File: config.mk
export PLATFORM = sky130hd
export DESIGN_NAME = gpio_uart_tx
export DESIGN_NICKNAME = d
export VERILOG_FILES = /design/src/rtl/gpio_uart_tx.sv
export SDC_FILE = /design/constraint.sdc
export NUM_CORES = 1
export LEC_CHECK = 0
export BUFFER_PORTS_ARGS = -buffer_cell sky130_fd_sc_hd__buf_2
export CAP_MARGIN = 20
export CORE_MARGIN = 5
export CORE_UTILIZATION = 35
export CTS_CLUSTER_SIZE = 20
export DETAILED_ROUTE_END_ITERATION = 16
export PLACE_DENSITY_LB_ADDON = 0.15
export SKIP_LAST_GASP = 1
export SYNTH_ARGS = -nofsm -noshare
export SYNTH_HDL_FRONTEND = slang
export SYNTH_SLANG_ARGS = --single-unit
File: constraint.sdc
create_clock -name CLK -period 5.5 [get_ports CLK]
set_input_delay 0.275 -clock CLK [delete_from_list [all_inputs] [get_ports CLK]]
set_output_delay 0.275 -clock CLK [all_outputs]
set_load 0.1 [all_outputs]
File: src/rtl/gpio_uart_tx.sv
// gpio_uart_tx: logs every change of the CPU GPIO word over an 8N1 UART line.
// Each changed word is queued in a small FIFO and sent as four bytes, least
// significant byte first. Compile-time option GPIO_UART_SYNC_EN prefixes every
// word with a 0xA5 sync byte (five bytes per word).
`timescale 1ns/1ps
module gpio_uart_tx #(
   parameter int unsigned CLKS_PER_BIT = 16,
   parameter int unsigned FIFO_DEPTH   = 4
) (
   input  logic                          CLK,
   input  logic                          RST_N,
   input  logic [31:0]                   GPIO,
   output logic                          TX,
   output logic                          BUSY,
   output logic                          OVERFLOW,
   output logic [$clog2(FIFO_DEPTH):0]   FIFO_LEVEL
);

   localparam int unsigned PTR_W = $clog2(FIFO_DEPTH);
   localparam int unsigned LVL_W = PTR_W + 1;
   localparam int unsigned CNT_W = $clog2(CLKS_PER_BIT);
   localparam logic [CNT_W-1:0] CNT_MAX = CNT_W'(CLKS_PER_BIT - 1);
`ifdef GPIO_UART_SYNC_EN
   localparam logic [2:0] LAST_BYTE = 3'd4;
`else
   localparam logic [2:0] LAST_BYTE = 3'd3;
`endif

   typedef enum logic [1:0] {IDLE, START, DATA, STOP} state_t;

   logic [31:0]      gpio_q;
   logic [31:0]      mem [FIFO_DEPTH];
   logic [PTR_W-1:0] wr_ptr, rd_ptr;
   logic             push, pop, push_ok, full, empty;

   state_t           state, state_d;
   logic [CNT_W-1:0] cnt, cnt_d;
   logic [2:0]       bit_idx, bit_idx_d;
   logic [2:0]       byte_idx, byte_idx_d;
   logic [31:0]      shreg, shreg_d;
   logic [7:0]       byte_d;
   logic             tx_d;

   // A change is any difference from last cycle's sampled word.
   assign push    = (GPIO != gpio_q);
   assign empty   = (FIFO_LEVEL == '0);
   assign full    = (FIFO_LEVEL == LVL_W'(FIFO_DEPTH));
   // A pop in the same cycle frees a slot, so a push onto a full FIFO still lands.
   assign push_ok = push && (!full || pop);

   // Change detector, FIFO pointers, occupancy and sticky overflow flag.
   always_ff @(posedge CLK or negedge RST_N) begin
      if (!RST_N) begin
         gpio_q     <= '0;
         wr_ptr     <= '0;
         rd_ptr     <= '0;
         FIFO_LEVEL <= '0;
         OVERFLOW   <= 1'b0;
      end else begin
         gpio_q <= GPIO;
         if (push_ok) wr_ptr <= wr_ptr + PTR_W'(1);
         if (pop)     rd_ptr <= rd_ptr + PTR_W'(1);
         FIFO_LEVEL <= FIFO_LEVEL + LVL_W'(push_ok) - LVL_W'(pop);
         if (push && !push_ok) OVERFLOW <= 1'b1;
      end
   end

   // FIFO storage; contents are don't-care until written, so no reset.
   always_ff @(posedge CLK) begin
      if (push_ok) mem[wr_ptr] <= GPIO;
   end

   // TX FSM state register; TX and BUSY are registered from next-state values.
   always_ff @(posedge CLK or negedge RST_N) begin
      if (!RST_N) begin
         state    <= IDLE;
         cnt      <= '0;
         bit_idx  <= '0;
         byte_idx <= '0;
         shreg    <= '0;
         TX       <= 1'b1;
         BUSY     <= 1'b0;
      end else begin
         state    <= state_d;
         cnt      <= cnt_d;
         bit_idx  <= bit_idx_d;
         byte_idx <= byte_idx_d;
         shreg    <= shreg_d;
         TX       <= tx_d;
         BUSY     <= (state_d != IDLE);
      end
   end

   // Next-state, baud counting, FIFO pop and next TX level.
   always_comb begin
      state_d    = state;
      cnt_d      = cnt + CNT_W'(1);
      bit_idx_d  = bit_idx;
      byte_idx_d = byte_idx;
      shreg_d    = shreg;
      pop        = 1'b0;
      byte_d     = 8'h00;
      tx_d       = 1'b1;

      case (state)
         IDLE: begin
            cnt_d = '0;
            if (!empty) begin
               pop        = 1'b1;
               shreg_d    = mem[rd_ptr];
               byte_idx_d = '0;
               state_d    = START;
            end
         end
         START: begin
            if (cnt == CNT_MAX) begin
               cnt_d     = '0;
               bit_idx_d = '0;
               state_d   = DATA;
            end
         end
         DATA: begin
            if (cnt == CNT_MAX) begin
               cnt_d = '0;
               if (bit_idx == 3'd7) state_d = STOP;
               else                 bit_idx_d = bit_idx + 3'd1;
            end
         end
         STOP: begin
            if (cnt == CNT_MAX) begin
               cnt_d = '0;
               if (byte_idx < LAST_BYTE) begin
                  byte_idx_d = byte_idx + 3'd1;
                  state_d    = START;
               end else begin
                  state_d = IDLE;
               end
            end
         end
         default: state_d = IDLE;
      endcase

      // Byte on the wire for the upcoming cycle, little-endian order.
`ifdef GPIO_UART_SYNC_EN
      case (byte_idx_d)
         3'd0:    byte_d = 8'hA5;
         3'd1:    byte_d = shreg_d[7:0];
         3'd2:    byte_d = shreg_d[15:8];
         3'd3:    byte_d = shreg_d[23:16];
         default: byte_d = shreg_d[31:24];
      endcase
`else
      case (byte_idx_d)
         3'd0:    byte_d = shreg_d[7:0];
         3'd1:    byte_d = shreg_d[15:8];
         3'd2:    byte_d = shreg_d[23:16];
         default: byte_d = shreg_d[31:24];
      endcase
`endif

      case (state_d)
         START:   tx_d = 1'b0;
         DATA:    tx_d = byte_d[bit_idx_d];
         default: tx_d = 1'b1;
      endcase
   end

endmodule

==> results of run 1 <==
[state kept, by name, summed over array words and instances (netlist names)]
signal	cells
BUSY	1
FIFO_LEVEL	3
OVERFLOW	1
TX	1
bit_idx	3
byte_idx	3
cnt	4
gpio_q	32
mem	128
rd_ptr	2
shreg	32
state	2
wr_ptr	2
[cell usage in the layout, fill, tap and decap left out, types with 3 or more instances in the layout]
cell,instances
mux4_2,32
o21a_1,3
inv_2,3
buf_4,9
clkinv_2,5
nor3_1,4
inv_1,13
nor4_1,3
o2bb2ai_1,3
clkbuf_8,4
nor2_1,9
clkbuf_16,23
mux2i_1,7
clkbuf_1,3
o21ai_0,6
and2_1,5
buf_2,38
xnor2_1,39
dlygate4sd3_1,33
ha_1,13
nand3_1,5
o21ai_1,9
a21oi_1,11
nand2_1,109
a31oi_1,3
dfrtp_1,84
a21o_1,4
clkinv_1,4
edfxtp_1,128
nand4_1,9
[path summary, 6_finish.rpt]
path	end	from	cells past startpoint
max	TX	state[1]	12
min	gpio_q[9]	RST_N	2
max reg2reg	TX	state[1]	12
min reg2reg	shreg[14]	shreg[14]	2
max in group asynchronous	rd_ptr[0]	RST_N	3
min in group CLK	shreg[14]	shreg[14]	2
[per-stage QoR]
stage	worst slack, ps	hold WS, ps	std cells
after floorplan	2414	-20.59	552
after global placement	2309	205.3	903
after detailed placement	2314	197.9	903
after CTS	2270	4.487	976
after global routing	2047	243.8	977
final	2309	224.2	977
[cell type report]
cell class	count	area share
sequential	214	0.5873
tap	324	0.03969
clock inverter	11	0.01029
inverter	18	0.007105
timing repair buffer	80	0.05758
multi-input combinational	300	0.2352
clock buffer	30	0.06284
[per-layer routing]
layer  wire [um]  part of all wire  GRT usage  up-vias
met5           0                 0          0        -
met4         252             0.014    0.02810        0
met3         686             0.038    0.01991       26
met2        8716              0.49     0.2138       82
met1        8215              0.46     0.1813     2359
li1            -                 -          -     2197
[power breakdown]
group / leakage, nW / switching [mW] / internal [mW]
Sequential: 2.17 / 0.0341 / 1.82
Combinational: 1.39 / 0.208 / 0.130
Clock: 0.372 / 0.591 / 0.912
Total: 3.93 / 0.833 / 2.87
[cell usage after synthesis, types with 6 or more instances]
cell	count	area [um2]
edfxtp_1	128	3844
nand2_1	109	409.1
dfrtp_1	85	2127
xnor2_1	39	341.6
mux4_2	32	720.7
ha_1	13	162.7
inv_1	13	48.80
a21oi_1	11	55.05
buf_2	9	45.04
nand4_1	9	56.30
nor2_1	9	33.78
o21ai_1	9	45.04
mux2i_1	7	70.07
o21ai_0	6	30.03
[timing repair]
action / CTS / global route
resized for setup: 0 / 0
hold buffers: 32 / 1
endpoints found under the hold margin: 51 / 1
[kinds of logic (layout without fill, tap and decap cells)]
logic type,count (synthesis),count (layout),share of synthesized area
simple gates,154,154,0.07995
mux,39,39,0.09170
compound gates,54,54,0.04614
xor+xnor,39,39,0.03961
buf+inv,38,139,0.02597
flops,214,214,0.6954
fa+ha+maj,14,14,0.02118
==> run_results.csv, run 1 <==
group,metric,value,unit
outcome,status,"complete, no violations",
timing,setup_violations,0,
grt,grt_pass1_vias,4908,
grt,antenna_found_initial,0,
worst_setup_path,slowest_stage,"inv_2",
drt,drt_wl_total,17.87,mm
place,io_buffers,39,
worst_setup_path,critPathMaxStageDelay,490,ps
synthesis,synth_nets,600,
power,power,3.700,mW
floorplanning,rows,57,
final_layout,synthToLayoutAreaGrowth,18.44,%
synthesis,async_flop_share,0.4019,
synthesis,synth-edff-count,128,
synthesis,ys_warn_count,0,
floorplanning,die_area,27880,um2
drt,drtAntennaViolNets,0,
worst_setup_path,end_kind,"flip-flop",
timing,hold_viol,0,
power,power.density,362.2,nW/um2
drt,wl_per_cell,18.29,um
power,power.leakage,3.932,nW
drt,firstDrtPassIters,4,
final_layout,final_core_util,0.4200,
place,gp_congestion,0.7994,
final_layout,drive_gt1_frac,0.1930,
synthesis,seq_area_frac_synth,0.6954,
grt,grt_max_degree,67,
worst_setup_path,crit_path_max_fanout,34,
place,placed_cell_area,9136,um2
floorplanning,start_util,0.3546,
timing,period_minus_slack,3191,ps
timing,clock.fmax,313.4,MHz
drt,vias,4664,
grt,track_usage,0.1290,
synthesis,synth_cell_type_count,53,
worst_setup_path,setup.worst_path.class,"flip-flop to flip-flop",
worst_setup_path,path_buf_inv,3,
synthesis,ys_seq_elements,214,
worst_setup_path,critPathRequiredTime,5900,ps
clock_network,cts_tree,"built",
timing,rsz0062_at_grt,"false",
timing,relSlewSlack,0.4153,
drt,drt-initial-drc-count,253,
timing,setup-tns-final,0,ps
clock_network,post_cts_buffers,0,
synthesis,synth_cells,552,
clock_network,cts_made_buffers,23,
synthesis,synth_flop_cell,"edfxtp_1",
min_path,holdCritPathClass,"input port to asynchronous set/reset pin",
power,peakVddDrop,0.0001670,V
final_layout,fill_cells,2216,
grt,grt_pass1_wl,28.64,mm
drt,drcViolationCount,0,
final_layout,nNetsFinal,685,
grt,grt-ovfl-total,0,
clock_network,cts.clk_slew.worst_paths,60,ps
worst_setup_path,cp_cell_sequence,"inv_1 -> ha_1 -> o31ai_4 -> buf_4 -> inv_2 -> nand2_1 -> nand2_1 -> mux2i_1 -> o21a_1 -> a221oi_1 -> o21ai_1 -> o221ai_2",
drt,vias_per_cell,4.774,
timing,tightest_slew,877.0,ps
worst_setup_path,critical-path-top-delay-family,"compound AO/OA/AOI/OAI gates",
clock_network,worstSkewPairLatency,490,ps
final_layout,seq_area,5998,um2
floorplanning,num_io_pins,40,
clock_network,clk_path_buf_depth,3,
timing,finalClockSkew,8.906,ps
worst_setup_path,crit_path_start_kind,"flip-flop",
final_layout,antenna_cells,0,
synthesis,synth_area,8623,um2
clock_network,h-tree-depth,1,
synthesis,syn-mean-instance-area,15.62,um2
clock_network,clock-root-buffer,"clkbuf_16",
floorplanning,die_y,167.0,um
worst_setup_path,r2r_setup_slack,2310,ps
timing,finalCritPeriodShare,0.5802,
floorplanning,core-area,24320,um2
floorplanning,die_w,167.0,um
final_layout,multiInputGateArea,2402,um2
flow_run,drv_cap,0,
clock_network,clock-sinks,214,
final_layout,design_area,10210,um2
worst_setup_path,worstPathArrival,3590,ps
place,hpwl,11.59,mm
timing,maxSlewViolCount,0,
worst_setup_path,crit_top_cell,"nand2_1",
Power figures use the tool's default switching activity.
==> inputs of run 2 (changes only) <==
==> constraint.sdc (replaced) <==
create_clock -name CLK -period 2.8 [get_ports CLK]
set_input_delay 0.14 -clock CLK [delete_from_list [all_inputs] [get_ports CLK]]
set_output_delay 0.14 -clock CLK [all_outputs]
set_load 0.1 [all_outputs]
==> run_results.csv, run 2 (synthesis gave the netlist of run 1 again) <==
group,metric,value,unit
floorplanning,num_io_pins,40,
flow_run,drv_cap,0,
drt,drcViolationCount,0,
place,placed_cells,915,
grt,grt_pass1_vias,5084,
place,hpwl,12.36,mm
power,power.leakage,4.060,nW
timing,hold_viol,0,
power,peakVddDrop,0.0004338,V
worst_setup_path,setup.worst_path.class,"flip-flop to flip-flop",
power,power.switching,1.702,mW
worst_setup_path,r2r_setup_slack,220,ps
clock_network,clk_path_buf_depth,3,
drt,drt-initial-drc-count,367,
timing,setup_violations,0,
timing,tightest_slew,795.1,ps
power,power,7.466,mW
worst_setup_path,slowest_stage,"dfrtp_1",
clock_network,h-tree-depth,1,
drt,vias,4779,
worst_setup_path,crit_path_max_fanout,10,
clock_network,clock-root-buffer,"clkbuf_16",
final_layout,final_core_util,0.4312,
floorplanning,start_util,0.3546,
place,io_buffers,39,
timing,period_minus_slack,2580,ps
final_layout,fill_cells,2202,
worst_setup_path,r2r_end,"TX",
final_layout,largest_register_ffs,128,
floorplanning,rows,57,
final_layout,finalNonFillerCells,993,
timing,finalClockSkew,16.00,ps
final_layout,final_cell_mix,"edfxtp_1 (128), nand2_1 (109), dfrtp_1 (81)",
floorplanning,die_area,27880,um2
final_layout,design_area,10490,um2
min_path,holdCritPathClass,"input port to asynchronous set/reset pin",
power,p_int,5.764,mW
final_layout,nNetsFinal,699,
grt,track_usage,0.1381,
worst_setup_path,critPathMaxStageDelay,420,ps
timing,setup-tns-final,0,ps
timing,finalCritPeriodShare,0.9216,
place,placed_cell_area,9280,um2
grt,grt_pass1_wl,30.20,mm
power,p_clk_frac,0.416,
final_layout,antenna_cells,0,
clock_network,cts.clk_slew.worst_paths,60,ps
outcome,status,"complete, no violations",
final_layout,reg_top3,"mem x128, gpio_q x32, shreg x32",
grt,grt_max_degree,51,
drt,wl_per_cell,19.28,um
clock_network,cts_made_buffers,24,
power,p_sw_frac,0.2279,
drt,drtAntennaViolNets,0,
worst_setup_path,end_kind,"flip-flop",
drt,vias_per_cell,4.813,
drt,firstDrtPassIters,4,
final_layout,drive_gt1_frac,0.2287,
worst_setup_path,critical-path-top-delay-family,"compound AO/OA/AOI/OAI gates",
final_layout,synthToLayoutAreaGrowth,21.60,%
grt,antenna_found_initial,0,
power,power.density,711.9,nW/um2
worst_setup_path,critPathRequiredTime,3230,ps
drt,drt_wl_total,19.14,mm
worst_setup_path,path_buf_inv,2,
timing,rsz0062_at_grt,"false",
final_layout,multiInputGateArea,2474,um2
floorplanning,die_w,167.0,um
worst_setup_path,r2r_cells,11,
place,gp_congestion,0.9110,
floorplanning,die_y,167.0,um
worst_setup_path,worstPathArrival,3010,ps
floorplanning,core-area,24320,um2
worst_setup_path,cp_cell_sequence,"inv_1 -> ha_4 -> nor4b_4 -> nor2_1 -> a31o_1 -> buf_4 -> mux2i_1 -> o21a_1 -> a221oi_1 -> o21ai_1 -> o221ai_2",
clock_network,worstSkewPairLatency,510,ps
timing,maxSlewViolCount,0,
power,combPwrFrac,0.094,
final_layout,seq_area,6002,um2
power,power_frac_seq,0.490,
clock_network,cts_tree,"built",
clock_network,clock-sinks,214,
worst_setup_path,crit_path_start_kind,"flip-flop",
timing,clock.fmax,387.5,MHz
worst_setup_path,r2r_start,"state[1]",
final_layout,regMostFlops,"mem",
grt,grt-ovfl-total,0,
final_layout,mostFrequentLayoutCell,"edfxtp_1",
timing,relSlewSlack,0.4643,
run 2: routing by layer:
layer	track usage	wire, um	vias to the layer above
met5	0	0	-
met4	0.03735	346	0
met3	0.02086	618	30
met2	0.2327	9533	79
met1	0.1882	8642	2447
li1	-	-	2223
run 2: how the worst max path moves through the flow:
| stage | from | cells after the start | end |
|---|---|---|---|
| finish | state[1] | 11 | TX |
| global route | gpio_q[25] | 13 | FIFO_LEVEL[2] |
| CTS | gpio_q[8] | 13 | FIFO_LEVEL[2] |
| detailed placement | gpio_q[8] | 13 | FIFO_LEVEL[2] |
| global placement | gpio_q[20] | 13 | FIFO_LEVEL[2] |
| floorplan | FIFO_LEVEL[0] | 11 | FIFO_LEVEL[2] |
run 2: cell type report:
| cell class | instances | share of cell area |
|---|---|---|
| clock inverter | 9 | 0.008949 |
| tap | 324 | 0.03866 |
| sequential | 214 | 0.5724 |
| inverter | 18 | 0.006920 |
| timing repair buffer | 93 | 0.07016 |
| multi-input combinational | 300 | 0.2359 |
| clock buffer | 35 | 0.06706 |
run 2: power by group through the flow:
stage,clock [mW],combinational (mW),sequential [mW]
global route,3.35,0.784,3.67
finish,3.11,0.704,3.66
CTS,3.21,0.708,3.66
detailed placement,0,0.665,3.72
global placement,0,0.660,3.72
floorplan,0,0.371,3.76
run 2: per-stage QoR:
| stage | worst slack [ps] | hold WS, ps |
|---|---|---|
| finish | 219.6 | 227.6 |
| global route | 39.32 | 291.0 |
| CTS | 36.32 | 246.3 |
| detailed placement | 38.98 | 237.9 |
| global placement | 26.59 | 231.2 |
| floorplan | 24.95 | -155.6 |
run 2: what timing repair did:
action	CTS	global route
endpoints found under the hold margin	208	0
hold buffers	33	0
gates resized for setup	0	12
endpoints found under the setup margin	0	2
setup buffers	0	1
==> inputs of run 3 (changes only) <==
--- a/config.mk
+++ b/config.mk
@@ -11,7 +11,7 @@
 export CORE_UTILIZATION = 35
 export CTS_CLUSTER_SIZE = 20
 export DETAILED_ROUTE_END_ITERATION = 16
-export PLACE_DENSITY_LB_ADDON = 0.15
+export PLACE_DENSITY = 0.49
 export SKIP_LAST_GASP = 1
 export SYNTH_ARGS = -nofsm -noshare
 export SYNTH_HDL_FRONTEND = slang
==> run_results.csv, run 3 (synthesis gave the netlist of run 1 again) <==
group,metric,value,unit
outcome,status,"complete, no violations",
floorplanning,start_util,0.3546,
clock_network,clk_path_buf_depth,3,
floorplanning,num_io_pins,40,
clock_network,worstSkewPairLatency,500,ps
worst_setup_path,critPathMaxStageDelay,420,ps
power,power.leakage,4.087,nW
drt,vias_per_cell,4.777,
timing,finalClockSkew,13.17,ps
drt,drcViolationCount,0,
floorplanning,die_w,167.0,um
worst_setup_path,critical-path-top-delay-family,"compound AO/OA/AOI/OAI gates",
final_layout,regMostFlops,"mem",
grt,grt_pass1_wl,29.88,mm
grt,grt_pass1_vias,5228,
place,io_buffers,39,
floorplanning,core-area,24320,um2
worst_setup_path,cp_cell_sequence,"inv_1 -> ha_2 -> inv_1 -> buf_4 -> a21o_1 -> o21ai_1 -> o41ai_4 -> buf_4 -> a221oi_1 -> o21ai_1 -> o221ai_2",
drt,drt_wl_total,18.49,mm
final_layout,reg_top3,"mem x128, gpio_q x32, shreg x32",
grt,use_met3,0.01778,
power,peakVddDrop,0.0004126,V
timing,tightest_slew,834.2,ps
final_layout,final_core_util,0.4316,
final_layout,final_cell_mix,"edfxtp_1 (128), nand2_1 (109), dfrtp_1 (81)",
final_layout,synthToLayoutAreaGrowth,21.72,%
min_path,holdCritPathClass,"input port to asynchronous set/reset pin",
final_layout,mostFrequentLayoutCell,"edfxtp_1",
grt,grt_max_degree,60,
clock_network,clock-root-buffer,"clkbuf_16",
final_layout,drive_gt1_frac,0.2330,
final_layout,nNetsFinal,709,
worst_setup_path,worstPathArrival,3020,ps
place,gp_congestion,0.7994,
clock_network,clock-sinks,214,
timing,maxSlewViolCount,0,
clock_network,cts_tree,"built",
grt,grt-ovfl-total,0,
final_layout,largest_register_ffs,128,
worst_setup_path,slowest_stage,"dfrtp_1",
drt,firstDrtPassIters,4,
clock_network,h-tree-depth,1,
grt,grt-busiest-layer,"met2",
timing,hold_ws,251.4,ps
flow_run,drv_cap,0,
grt,globalRouteMet1Util,0.1832,
grt,track_usage,0.1344,
timing,setup_violations,0,
drt,wl_per_cell,18.45,um
grt,antenna_found_initial,0,
worst_setup_path,end_kind,"flip-flop",
timing,hold_viol,0,
timing,relSlewSlack,0.4439,
worst_setup_path,setup.worst_path.class,"flip-flop to flip-flop",
grt,use_met2,0.2290,
clock_network,cts.clk_slew.worst_paths,60,ps
worst_setup_path,critPathRequiredTime,3220,ps
power,power.density,709.1,nW/um2
worst_setup_path,crit_path_max_fanout,8,
worst_setup_path,path_buf_inv,4,
final_layout,antenna_cells,0,
worst_setup_path,crit_path_start_kind,"flip-flop",
timing,clock.fmax,385.0,MHz
timing,period_minus_slack,2597,ps
floorplanning,die_y,167.0,um
timing,finalCritPeriodShare,0.9276,
clock_network,cts_made_buffers,24,
drt,vias,4787,
final_layout,fill_cells,2189,
drt,drt-initial-drc-count,298,
drt,drtAntennaViolNets,0,
place,hpwl,12.30,mm
floorplanning,die_area,27880,um2
floorplanning,rows,57,
timing,rsz0062_at_grt,"false",
[run 3: cell type report]
type / count / area (um2) / area share
clock inverters: 12 / 127.6 / 0.01216
repair buffers: 103 / 785.8 / 0.07486
well taps: 324 / 405.4 / 0.03862
inverters: 18 / 72.57 / 0.006914
multi-input cells: 300 / 2455 / 0.2339
flip-flops and latches: 214 / 6002 / 0.5718
clock buffers: 31 / 648.1 / 0.06175
[run 3: worst paths after layout]
| check | startpoint | to | slack (ps) | cells past startpoint |
|---|---|---|---|---|
| max in group asynchronous | RST_N | gpio_q[15] | 1740 | 3 |
| worst min-delay path | RST_N | gpio_q[13] | 250 | 2 |
| min in group CLK | GPIO[5] | gpio_q[5] | 360 | 2 |
| worst min register to register | shreg[14] | shreg[14] | 480 | 2 |
| worst max-delay path | state[0] | TX | 200 | 11 |
| worst max register to register | state[0] | TX | 200 | 11 |
[run 3: what timing repair did]
| item | CTS | global route |
|---|---|---|
| hold buffers | 33 | 0 |
| hold endpoints to repair | 216 | 0 |
| gates resized for setup | 1 | 11 |
| setup endpoints to repair | 1 | 2 |
| buffers inserted | 0 | 2 |
| pin swaps | 0 | 6 |
[run 3: per-stage QoR]
step                      power (mW)  std cells  setup slack, ps  cell area (um2)  TNS [ps]
after floorplan                4.129        552            24.95             8627         0
after global placement         4.364        924           -80.85             9323    -80.85
after detailed placement       4.379        924           -90.34             9323    -90.34
after CTS                      7.530       1000            9.123            10440         0
after global routing           7.763       1002            7.815            10500         0
final                          7.443       1002            202.7            10500         0
[run 3: power by group]
part	switching (mW)	internal, mW
Sequential	0.0755	3.58
Combinational	0.434	0.260
Clock	1.19	1.90
Total	1.70	5.74
[run 3: routing by layer]
layer | vias up | routed length, um
met5 | - | 0
met4 | 0 | 363
met3 | 28 | 506
met2 | 76 | 9272
met1 | 2446 | 8343
li1 | 2237 | -
